$ cat config.mk
export PLATFORM = sky130hd
export DESIGN_NAME = hdb3_link_ctrl
export DESIGN_NICKNAME = d
export VERILOG_FILES = /design/src/rtl/hdb3_link_ctrl_pkg.sv /design/src/rtl/hdb3_cv_detect.sv /design/src/rtl/hdb3_link_ctrl.sv
export SDC_FILE = /design/constraint.sdc
export NUM_CORES = 1
export LEC_CHECK = 0
export ABC_AREA = 1
export CELL_PAD_IN_SITES_DETAIL_PLACEMENT = 1
export CELL_PAD_IN_SITES_GLOBAL_PLACEMENT = 2
export CORE_AREA = 2 2 94 96
export DETAILED_ROUTE_END_ITERATION = 8
export DIE_AREA = 0 0 96 98
export HOLD_SLACK_MARGIN = 0.1
export PLACE_DENSITY = 0.84
export SLEW_MARGIN = 10
export SYNTH_ARGS = -nofsm -noshare
export SYNTH_HDL_FRONTEND = slang
export SYNTH_SLANG_ARGS = --single-unit
$ cat constraint.sdc
create_clock -name clk -period 2.98 [get_ports clk]
set_clock_uncertainty 0.2 [all_clocks]
set_input_delay 0.298 -clock clk [delete_from_list [all_inputs] [get_ports clk]]
set_output_delay 0.298 -clock clk [all_outputs]
set_load 0.01 [all_outputs]
$ cat src/rtl/hdb3_link_ctrl_pkg.sv
// hdb3_link_ctrl_pkg: shared FSM states and default link supervision parameters
package hdb3_link_ctrl_pkg;
  typedef enum logic [1:0] {OFF = 2'd0, ACQ = 2'd1, LOCK = 2'd2, LOS = 2'd3} state_t;
  localparam int LOS_ZEROS = 32;
  localparam int ACQ_BITS = 16;
  localparam int WIN_BITS = 256;
  localparam int ERR_THR = 8;
  localparam int CNT_W = 16;
endpackage

$ cat src/rtl/hdb3_cv_detect.sv
// hdb3_cv_detect: zero-run counter and pulse/V polarity trackers flagging HDB3 code violations
module hdb3_cv_detect
  import hdb3_link_ctrl_pkg::*;
#(
  parameter int LOS_Z = LOS_ZEROS
) (
  input  logic clk,
  input  logic rst,
  input  logic clr,
  input  logic zclr,
  input  logic bit_en,
  input  logic p_in,
  input  logic n_in,
  output logic viol,
  output logic zero_los
);
  localparam int ZW = $clog2(LOS_Z + 1);
  logic [ZW-1:0] zcnt;
  logic last_p, seen, last_v, seen_v, pulse, is_v;
  always_comb begin
    pulse = p_in | n_in;
    is_v = seen & pulse & (p_in == last_p);
    viol = bit_en & ((p_in & n_in) | (~pulse & (zcnt == ZW'(3))) | (is_v & seen_v & (p_in == last_v)));
    zero_los = bit_en & ~pulse & (zcnt == ZW'(LOS_Z - 1));
  end
  always_ff @(posedge clk) begin
    if (rst || zclr) zcnt <= '0;
    else if (bit_en) zcnt <= pulse ? '0 : (zcnt == ZW'(LOS_Z)) ? zcnt : zcnt + ZW'(1);
  end
  // a pulse arriving together with clr seeds the tracker instead of being lost
  always_ff @(posedge clk) begin
    if (rst) begin
      {seen, last_p, seen_v, last_v} <= '0;
    end else if (clr) begin
      seen <= bit_en & pulse;
      last_p <= p_in;
      seen_v <= 1'b0;
      last_v <= 1'b0;
    end else if (bit_en && pulse) begin
      seen <= 1'b1;
      last_p <= p_in;
      if (is_v) begin
        seen_v <= 1'b1;
        last_v <= p_in;
      end
    end
  end
endmodule

$ cat src/rtl/hdb3_link_ctrl.sv
// hdb3_link_ctrl: HDB3 receive lock acquisition, LOS/loss-of-lock supervision and violation counting
module hdb3_link_ctrl
  import hdb3_link_ctrl_pkg::*;
(
  input  logic             clk,
  input  logic             rst,
  input  logic             enable,
  input  logic             bit_en,
  input  logic             p_in,
  input  logic             n_in,
  input  logic             cnt_rd,
  output logic             dec_en,
  output logic             dec_flush,
  output logic             locked,
  output logic             los,
  output logic             cv_pulse,
  output logic [CNT_W-1:0] cv_cnt
);
  localparam int GW = $clog2(ACQ_BITS + 1);
  localparam int WW = $clog2(WIN_BITS);
  localparam int EW = $clog2(ERR_THR + 1);
  state_t state, state_n;
  logic viol, zero_los, act, cv, clr, zclr, good_done, err_hit, win_end;
  logic [GW-1:0] good;
  logic [WW-1:0] win;
  logic [EW-1:0] err, err_n;
  hdb3_cv_detect #(.LOS_Z(LOS_ZEROS)) u_det (
    .clk(clk), .rst(rst), .clr(clr), .zclr(zclr), .bit_en(bit_en),
    .p_in(p_in), .n_in(n_in), .viol(viol), .zero_los(zero_los)
  );
  always_comb begin
    act = enable && (state == ACQ || state == LOCK);
    cv = viol & act;
    err_n = err + EW'(viol);
    err_hit = err_n == EW'(ERR_THR);
    good_done = bit_en && !viol && good == GW'(ACQ_BITS - 1);
    win_end = bit_en && win == WW'(WIN_BITS - 1);
    state_n = state;
    if (!enable) state_n = OFF;
    else if (state == OFF) state_n = ACQ;
    else if (state == LOS) state_n = (bit_en && (p_in || n_in)) ? ACQ : LOS;
    else if (zero_los) state_n = LOS;
    else if (state == LOCK && err_hit) state_n = ACQ;
    else if (state == ACQ && good_done) state_n = LOCK;
    clr = state_n == ACQ && state != ACQ;
    zclr = !enable;
  end
  always_ff @(posedge clk) begin
    if (rst) begin
      state <= OFF;
      good <= '0;
      win <= '0;
      err <= '0;
      dec_en <= 1'b0;
      dec_flush <= 1'b0;
      locked <= 1'b0;
      los <= 1'b0;
      cv_pulse <= 1'b0;
      cv_cnt <= '0;
    end else begin
      state <= state_n;
      good <= (state != ACQ || state_n != ACQ) ? '0 : bit_en ? (viol ? '0 : good + GW'(1)) : good;
      win <= (state != LOCK || state_n != LOCK || win_end) ? '0 : bit_en ? win + WW'(1) : win;
      err <= (state != LOCK || state_n != LOCK || win_end) ? '0 : err_n;
      dec_en <= state == LOCK && state_n == LOCK;
      dec_flush <= state == ACQ && state_n == LOCK;
      locked <= state_n == LOCK;
      los <= state_n == LOS;
      cv_pulse <= cv;
      cv_cnt <= cnt_rd ? CNT_W'(cv) : (cv && !(&cv_cnt)) ? cv_cnt + CNT_W'(1) : cv_cnt;
    end
  end
endmodule

==> results of run 1 <==
-- state kept, by name (all words and copies together), names as in the netlist, 2 cells and up --
register / flops
good: 5
win: 8
state: 2
cv_cnt: 16
u_det.zcnt: 6
err: 4
-- area by class of cell --
class                   count  share of cell area, %
repair buffers             46                   13.1
flip-flops and latches     50                   30.9
clock buffers               5                   2.11
multi-input cells         247                   43.6
clock inverters             2                  0.308
well taps                 108                   4.15
inverters                  50                   5.84
-- cells in the mapped netlist --
cell type | instances | area (µm²)
clkinv_1 | 1 | 3.75
ha_1 | 12 | 150
nor2_1 | 43 | 161
nor3_1 | 16 | 80.1
nor2_4 | 4 | 45.0
and3_1 | 1 | 6.26
nand3_1 | 17 | 85.1
buf_6 | 1 | 11.3
nor4_1 | 3 | 18.8
nand2_2 | 7 | 43.8
nand4_1 | 8 | 50.1
buf_4 | 3 | 22.5
mux2i_1 | 1 | 10.0
o21ai_0 | 5 | 25.0
a211oi_1 | 3 | 22.5
clkbuf_1 | 2 | 7.51
nor3_2 | 2 | 20.0
o21ai_1 | 3 | 15.0
inv_1 | 46 | 173
xor2_1 | 12 | 105
xnor2_1 | 7 | 61.3
nor2_2 | 12 | 75.1
a21oi_1 | 25 | 125
inv_2 | 2 | 7.51
a22oi_1 | 1 | 7.51
nand2_1 | 63 | 236
nor3_4 | 1 | 16.3
inv_4 | 1 | 6.26
o211ai_1 | 1 | 7.51
dfxtp_1 | 50 | 1000
-- kinds of logic (layout without fill, tap and decap cells) --
| group | after synthesis | in the layout | share of synthesized area (%) |
|---|---|---|---|
| muxes | 1 | 1 | 0.385 |
| DFF | 50 | 50 | 38.5 |
| buffers and inverters | 56 | 103 | 8.90 |
| adders and majority gates | 12 | 12 | 5.77 |
| and+or+nand+nor | 177 | 177 | 32.2 |
| xor gates and xnor gates | 19 | 19 | 6.40 |
| AOI/OAI and AO/OA | 38 | 38 | 7.80 |
-- power by group --
group	internal, W	switching [W]	leakage, nW	total, W
sequential	0.000671	0.00000386	0.405	0.000675
clock	0.000158	0.000228	0.0438	0.000387
combinational	0.0000333	0.0000530	0.753	0.0000863
-- stage by stage --
step,setup TNS [ns],setup WS [ns],cells
floorplan,0,0.327,353
global placement,-2.74,-0.143,501
detailed placement,-5.63,-0.308,501
CTS,0,0.0197,508
global route,-0.0501,-0.00925,508
finish,0,0.237,508
-- per-layer routing --
metal	vias to the layer above	wire (µm)
met4	0	66
li1	1212	-
met5	-	0
met2	19	3260
met3	6	112
met1	1093	2990
-- worst max-delay path: cells and delay by family (launching register included) --
kind	cells	cell delay, ns
buffers and inverters	1	0.06
and+or+nand+nor	13	1.37
xor gates and xnor gates	1	0.16
DFF	1	0.36
adders and majority gates	3	0.53
-- how the worst min path moves through the flow --
stage / end / cells past startpoint / from
2_1_floorplan: u_det.seen_v$_SDFFE_PP0P_ / 2 / u_det.seen_v$_SDFFE_PP0P_
3_3_place_gp: u_det.seen_v$_SDFFE_PP0P_ / 2 / u_det.seen_v$_SDFFE_PP0P_
3_5_place_dp: u_det.seen_v$_SDFFE_PP0P_ / 2 / u_det.seen_v$_SDFFE_PP0P_
4_1_cts: u_det.seen_v$_SDFFE_PP0P_ / 2 / u_det.seen_v$_SDFFE_PP0P_
5_1_grt: u_det.last_v$_SDFFE_PP0P_ / 2 / u_det.last_v$_SDFFE_PP0P_
6_report: u_det.seen_v$_SDFFE_PP0P_ / 2 / u_det.seen_v$_SDFFE_PP0P_
-- timing repair --
item / in CTS / in global routing
hold buffers: 0 / 0
resized for setup: 0 / 18
hold endpoints to repair: 0 / 0
endpoints found under the setup margin: 0 / 24
==> reports/metrics.yaml, run 1 <==
holdWs_ns: 0.280
clockRootBuffer: "clkbuf_8"
globalplace.congestion: 0.747
overflow: 0
place_area_mm2: 0.00311
outcome: "complete, no violations"
grt_util_met1_pct: 19.1
slew_violations: 0
multi_input_area_mm2: 0.00142
critical_path.endpoint: "good[2]$_SDFFE_PP0P_"
grt_pass1_vias: 2421
reg2reg_slack_ns: 0.24
start_kind: "flop"
finalWirelength_um: 6430
cts_num_sinks: 50
fin_area_mm2: 0.00325
ys_seq_elements: 50
io_buffer_count: 27
drtIter0Drc: 46
final_common_cell: "nand2_1"
num-fill-cells: 1051
drive_gt1_share_pct: 16.8
cts_max_path_buffers: 2
avgSynthCellArea_um2: 7.37
routedWlPerCell_um: 12.6
worst_hold_path_type: "flop to flop"
fin_util_pct: 38.4
worstSetupPathType: "flop to flop"
grt_pass1_wl_um: 11300
synth_cell_types: 30
ios: 28
vias: 2330
diodes: 0
cp_slowest_cell: "dfxtp_4"
die_h_um: 98
fmax_mhz: 365
cp_data_arrival_time_ns: 2.77
cp.required_ns: 3.01
register_area_mm2: 0.00101
start_util_pct: 30.7
yosysWarnings: 0
synth_cells: 353
relSlewSlack_pct: 67.3
fin_crit_ns: 2.74
max_stage_delay_ns: 0.36
top_usage_layer: "met2"
postRouteAntennaNets: 0
final_cell_mix: "nand2_1, dfxtp_1, inv_1"
cts-htree-levels: 2
drcViolationCount: 0
hold_viol: 0
powerDensity_mw_per_mm2: 353
r2r_cells: 18
row_count: 34
syn_to_final_growth_pct: 25.2
vias_per_cell: 4.59
power_w: 0.00115
post_cts_buffers: 0
synth_nets: 372
reg2reg_to: "good[2]$_SDFFE_PP0P_"
place_hpwl_um: 5000
crit_fanout: 5
path_cells: "ha_4, nand3_2, nor2_2, nor2_2, nand2_2, nand2_2, inv_1, ha_2, ha_2, xnor2_2, nand4_1, nor2_2, nor2_1, nand2_1, nand2_2, nor2_1, nand3_2, nor3_1"
grt_max_degree: 17
synthesis.area_mm2: 0.00260
cts_tree: "done"
antenna_found_initial: 0
die_area_mm2: 0.00941
crit_path_end_kind: "flop"
clkLatencyLatePin_ns: 0.31
cts_buffers: 5
clkTransAtPathRegs_ns: 0.09
core_area_mm2: 0.00847
period_share_pct: 92.0
ir_drop_v: 0.000164
use_met3_pct: 2.93
finalSetupViolations: 0
yosysSeqAreaShare_pct: 38.5
cap_violations: 0
gr-usage-met2_pct: 25.0
die_width_um: 96
worst_slew_pin_slew_ns: 0.486
crit_path_start: "u_det.zcnt[1]$_SDFFE_PP0P_"
p_leak_nw: 1.20
drt_pre_antenna_iters: 4
finalNetCount: 419
r2r_start: "u_det.zcnt[1]$_SDFFE_PP0P_"
grt_use_total_pct: 14.7
Note: power is estimated with default switching activity, not from simulation.
==> run 2: changes to the inputs <==
--- a/config.mk
+++ b/config.mk
@@ -9,6 +9,7 @@
 export CELL_PAD_IN_SITES_DETAIL_PLACEMENT = 1
 export CELL_PAD_IN_SITES_GLOBAL_PLACEMENT = 2
 export CORE_AREA = 2 2 94 96
+export CTS_CLUSTER_SIZE = 10
 export DETAILED_ROUTE_END_ITERATION = 8
 export DIE_AREA = 0 0 96 98
 export HOLD_SLACK_MARGIN = 0.1
==> constraint.sdc (replaced) <==
create_clock -name clk -period 2.98 [get_ports clk]
set_clock_uncertainty 0.2 [all_clocks]
set_input_delay 0.596 -clock clk [delete_from_list [all_inputs] [get_ports clk]]
set_output_delay 0.596 -clock clk [all_outputs]
set_load 0.01 [all_outputs]
==> run 2 against run 1 <==
Net effect: sequential power about the same; worst setup slack worse by 0.030 ns; total power up 0.80%; register-to-register slack worse by 0.03 ns; clock power up 2%; count of clock-buffer cells in the layout up 1; critical path type unchanged.
==> reports/metrics.yaml, run 2 (synthesis results as in run 1) <==
outcome: "complete, no violations"
clkLatencyLatePin_ns: 0.30  # about the same
cts_max_path_buffers: 2  # unchanged
cts-htree-levels: 2  # unchanged
p_sw_share_pct: 24.6  # -0.23 points
overflow: 0  # unchanged
regMostFlops: "cv_cnt"
routedWlPerCell_um: 12.5  # -1.2%
ios: 28  # unchanged
holdWs_ns: 0.280  # -0.000527 ns
io_buffer_count: 27  # unchanged
p_leak_nw: 1.21  # +0.45%
reg2reg_slack_ns: 0.21  # -0.03 ns
fin_crit_ns: 2.77  # +0.0305 ns
ir_drop_v: 0.000178  # +8.6%
worstSetupPathType: "flop to flop"
finalSetupViolations: 0  # unchanged
grt_pass1_vias: 2444  # +0.95%
powerDensity_mw_per_mm2: 354  # +0.26%
internal-power_w: 0.000873  # +1.1%
num-fill-cells: 1042  # -0.86%
cts_buffers: 5  # unchanged
die_width_um: 96  # unchanged
place_hpwl_um: 5150  # +3.2%
core_area_mm2: 0.00847  # unchanged
die_h_um: 98  # unchanged
cp_data_arrival_time_ns: 2.78  # about the same
relSlewSlack_pct: 68.0  # +0.74 points
clockRootBuffer: "clkbuf_8"
cap_violations: 0  # unchanged
r2r_cells: 20  # +2
path_cells: "ha_4, nand3_1, nor2_2, nor2_2, nand2_2, nand2_2, inv_1, ha_2, ha_2, xnor2_2, nand4_1, nor2_1, inv_1, nand2_1, nand2_1, nand2_2, nor2_2, nand4_1, buf_6, nor2_2"
grt_pass1_wl_um: 11000  # -2.5%
slew_violations: 0  # unchanged
final_cell_mix: "nand2_1, dfxtp_1, inv_1"
drcViolationCount: 0  # unchanged
vias_per_cell: 4.60  # +0.36%
vias: 2366  # +1.5%
drive_gt1_share_pct: 17.7  # +0.98 points
power_frac_clock_pct: 34.1  # +0.4 points
grt_use_total_pct: 14.6  # -0.13 points
power_switching_w: 0.000285  # -0.13%
largest_reg_flops: 16  # unchanged
final_common_cell: "nand2_1"
period_share_pct: 93.1  # +1.0 points
cts_num_sinks: 50  # unchanged
row_count: 34  # unchanged
globalplace.congestion: 0.773  # +3.4%
grt_setup_unrepaired: "no"
finalWirelength_um: 6430  # unchanged
crit_path_end_kind: "flop"
hold_depth: 2  # unchanged
reg.largest.list: "cv_cnt x16, win x8, u_det.zcnt x6"
setup_slack_ns: 0.207  # -0.0304 ns
post-place-ws_ns: -0.678  # -0.370 ns
max_stage_delay_ns: 0.35  # about the same
hold_viol: 0  # unchanged
worst_slew_pin_slew_ns: 0.475  # -0.0110 ns
crit_fanout: 6  # +1
cts_tree: "done"
cp_slowest_cell: "dfxtp_2"
cp.required_ns: 2.98  # -0.03 ns
worst_hold_path_type: "flop to flop"
diodes: 0  # unchanged
seq_power_share_pct: 58.4  # -0.4 points
power_w: 0.00116  # +0.80%
grt_max_degree: 16  # -1
finalNetCount: 424  # +1.2%
die_area_mm2: 0.00941  # unchanged
drt_pre_antenna_iters: 4  # unchanged
syn_to_final_growth_pct: 25.8
antenna_found_initial: 0  # unchanged
path_common_cell: "nor2_2"
fmax_mhz: 361  # -1.1%
combPwrFrac_pct: 7.5  # about the same
start_util_pct: 30.7  # unchanged
postRouteAntennaNets: 0  # unchanged
clkTransAtPathRegs_ns: 0.09  # about the same
start_kind: "flop"
drtIter0Drc: 30  # -35%
## run 2: timing repair
item                                    CTS  global route
buffers inserted                          0             1
hold endpoints to repair                  0             0
pin swaps                                 0             5
endpoints found under the setup margin   26            21
hold buffers                              0             0
resized for setup                         7            15
## run 2: metrics by stage
| stage | TNS, ns | cells | cell area [µm²] | util [%] |
|---|---|---|---|---|
| 2_1_floorplan | 0 | 353 | 2600 | - |
| 5_1_grt | 0 | 514 | 3270 | 38.6 |
| 3_3_place_gp | -11.48 | 505 | 3140 | 37.1 |
| 3_5_place_dp | -16.19 | 505 | 3140 | 37.1 |
| 6_report | 0 | 514 | 3270 | 38.6 |
| 4_1_cts | 0 | 513 | 3240 | 38.3 |
## run 2: critical path, delay by kind of cell, from the launching register on
kind | cells | cell delay (ns)
xor+xnor | 1 | 0.16
fa+ha+maj | 3 | 0.53
buf+inv | 3 | 0.27
flops | 1 | 0.35
simple gates | 13 | 1.16
## run 2: per-layer routing
layer / vias up / global-route usage, % / wire length [µm]
met1: 1115 / 17.7 / 3030
met4: 0 / 3.08 / 24
met5: - / 0 / 0
li1: 1231 / - / -
met2: 18 / 26.2 / 3240
met3: 2 / 3.01 / 129
## run 2: power by group through the flow
stage / clock network [W] / logic, W / registers (W)
detailed placement: 0 / 0.0000879 / 0.000691
global placement: 0 / 0.0000859 / 0.000691
CTS: 0.000414 / 0.0000882 / 0.000676
global route: 0.000445 / 0.0000965 / 0.000677
finish: 0.000394 / 0.0000868 / 0.000676
floorplan: 0 / 0.0000474 / 0.000690
## run 2: worst paths after layout
kind	from	endpoint
setup / recovery	u_det.zcnt[1]$_SDFFE_PP0P_	win[3]$_SDFFE_PP0P_
hold / removal	u_det.seen_v$_SDFFE_PP0P_	u_det.seen_v$_SDFFE_PP0P_
hold reg to reg	u_det.seen_v$_SDFFE_PP0P_	u_det.seen_v$_SDFFE_PP0P_
setup reg to reg	u_det.zcnt[1]$_SDFFE_PP0P_	win[3]$_SDFFE_PP0P_
## run 2: cell type report
cell class | instances | area (µm²) | area share, %
repair buffers | 51 | 450 | 13.8
multi-input cells | 247 | 1410 | 43.0
clock buffers | 6 | 72.6 | 2.22
inverters | 50 | 190 | 5.81
clock inverters | 2 | 13.8 | 0.421
well taps | 108 | 135 | 4.13
flip-flops and latches | 50 | 1000 | 30.7
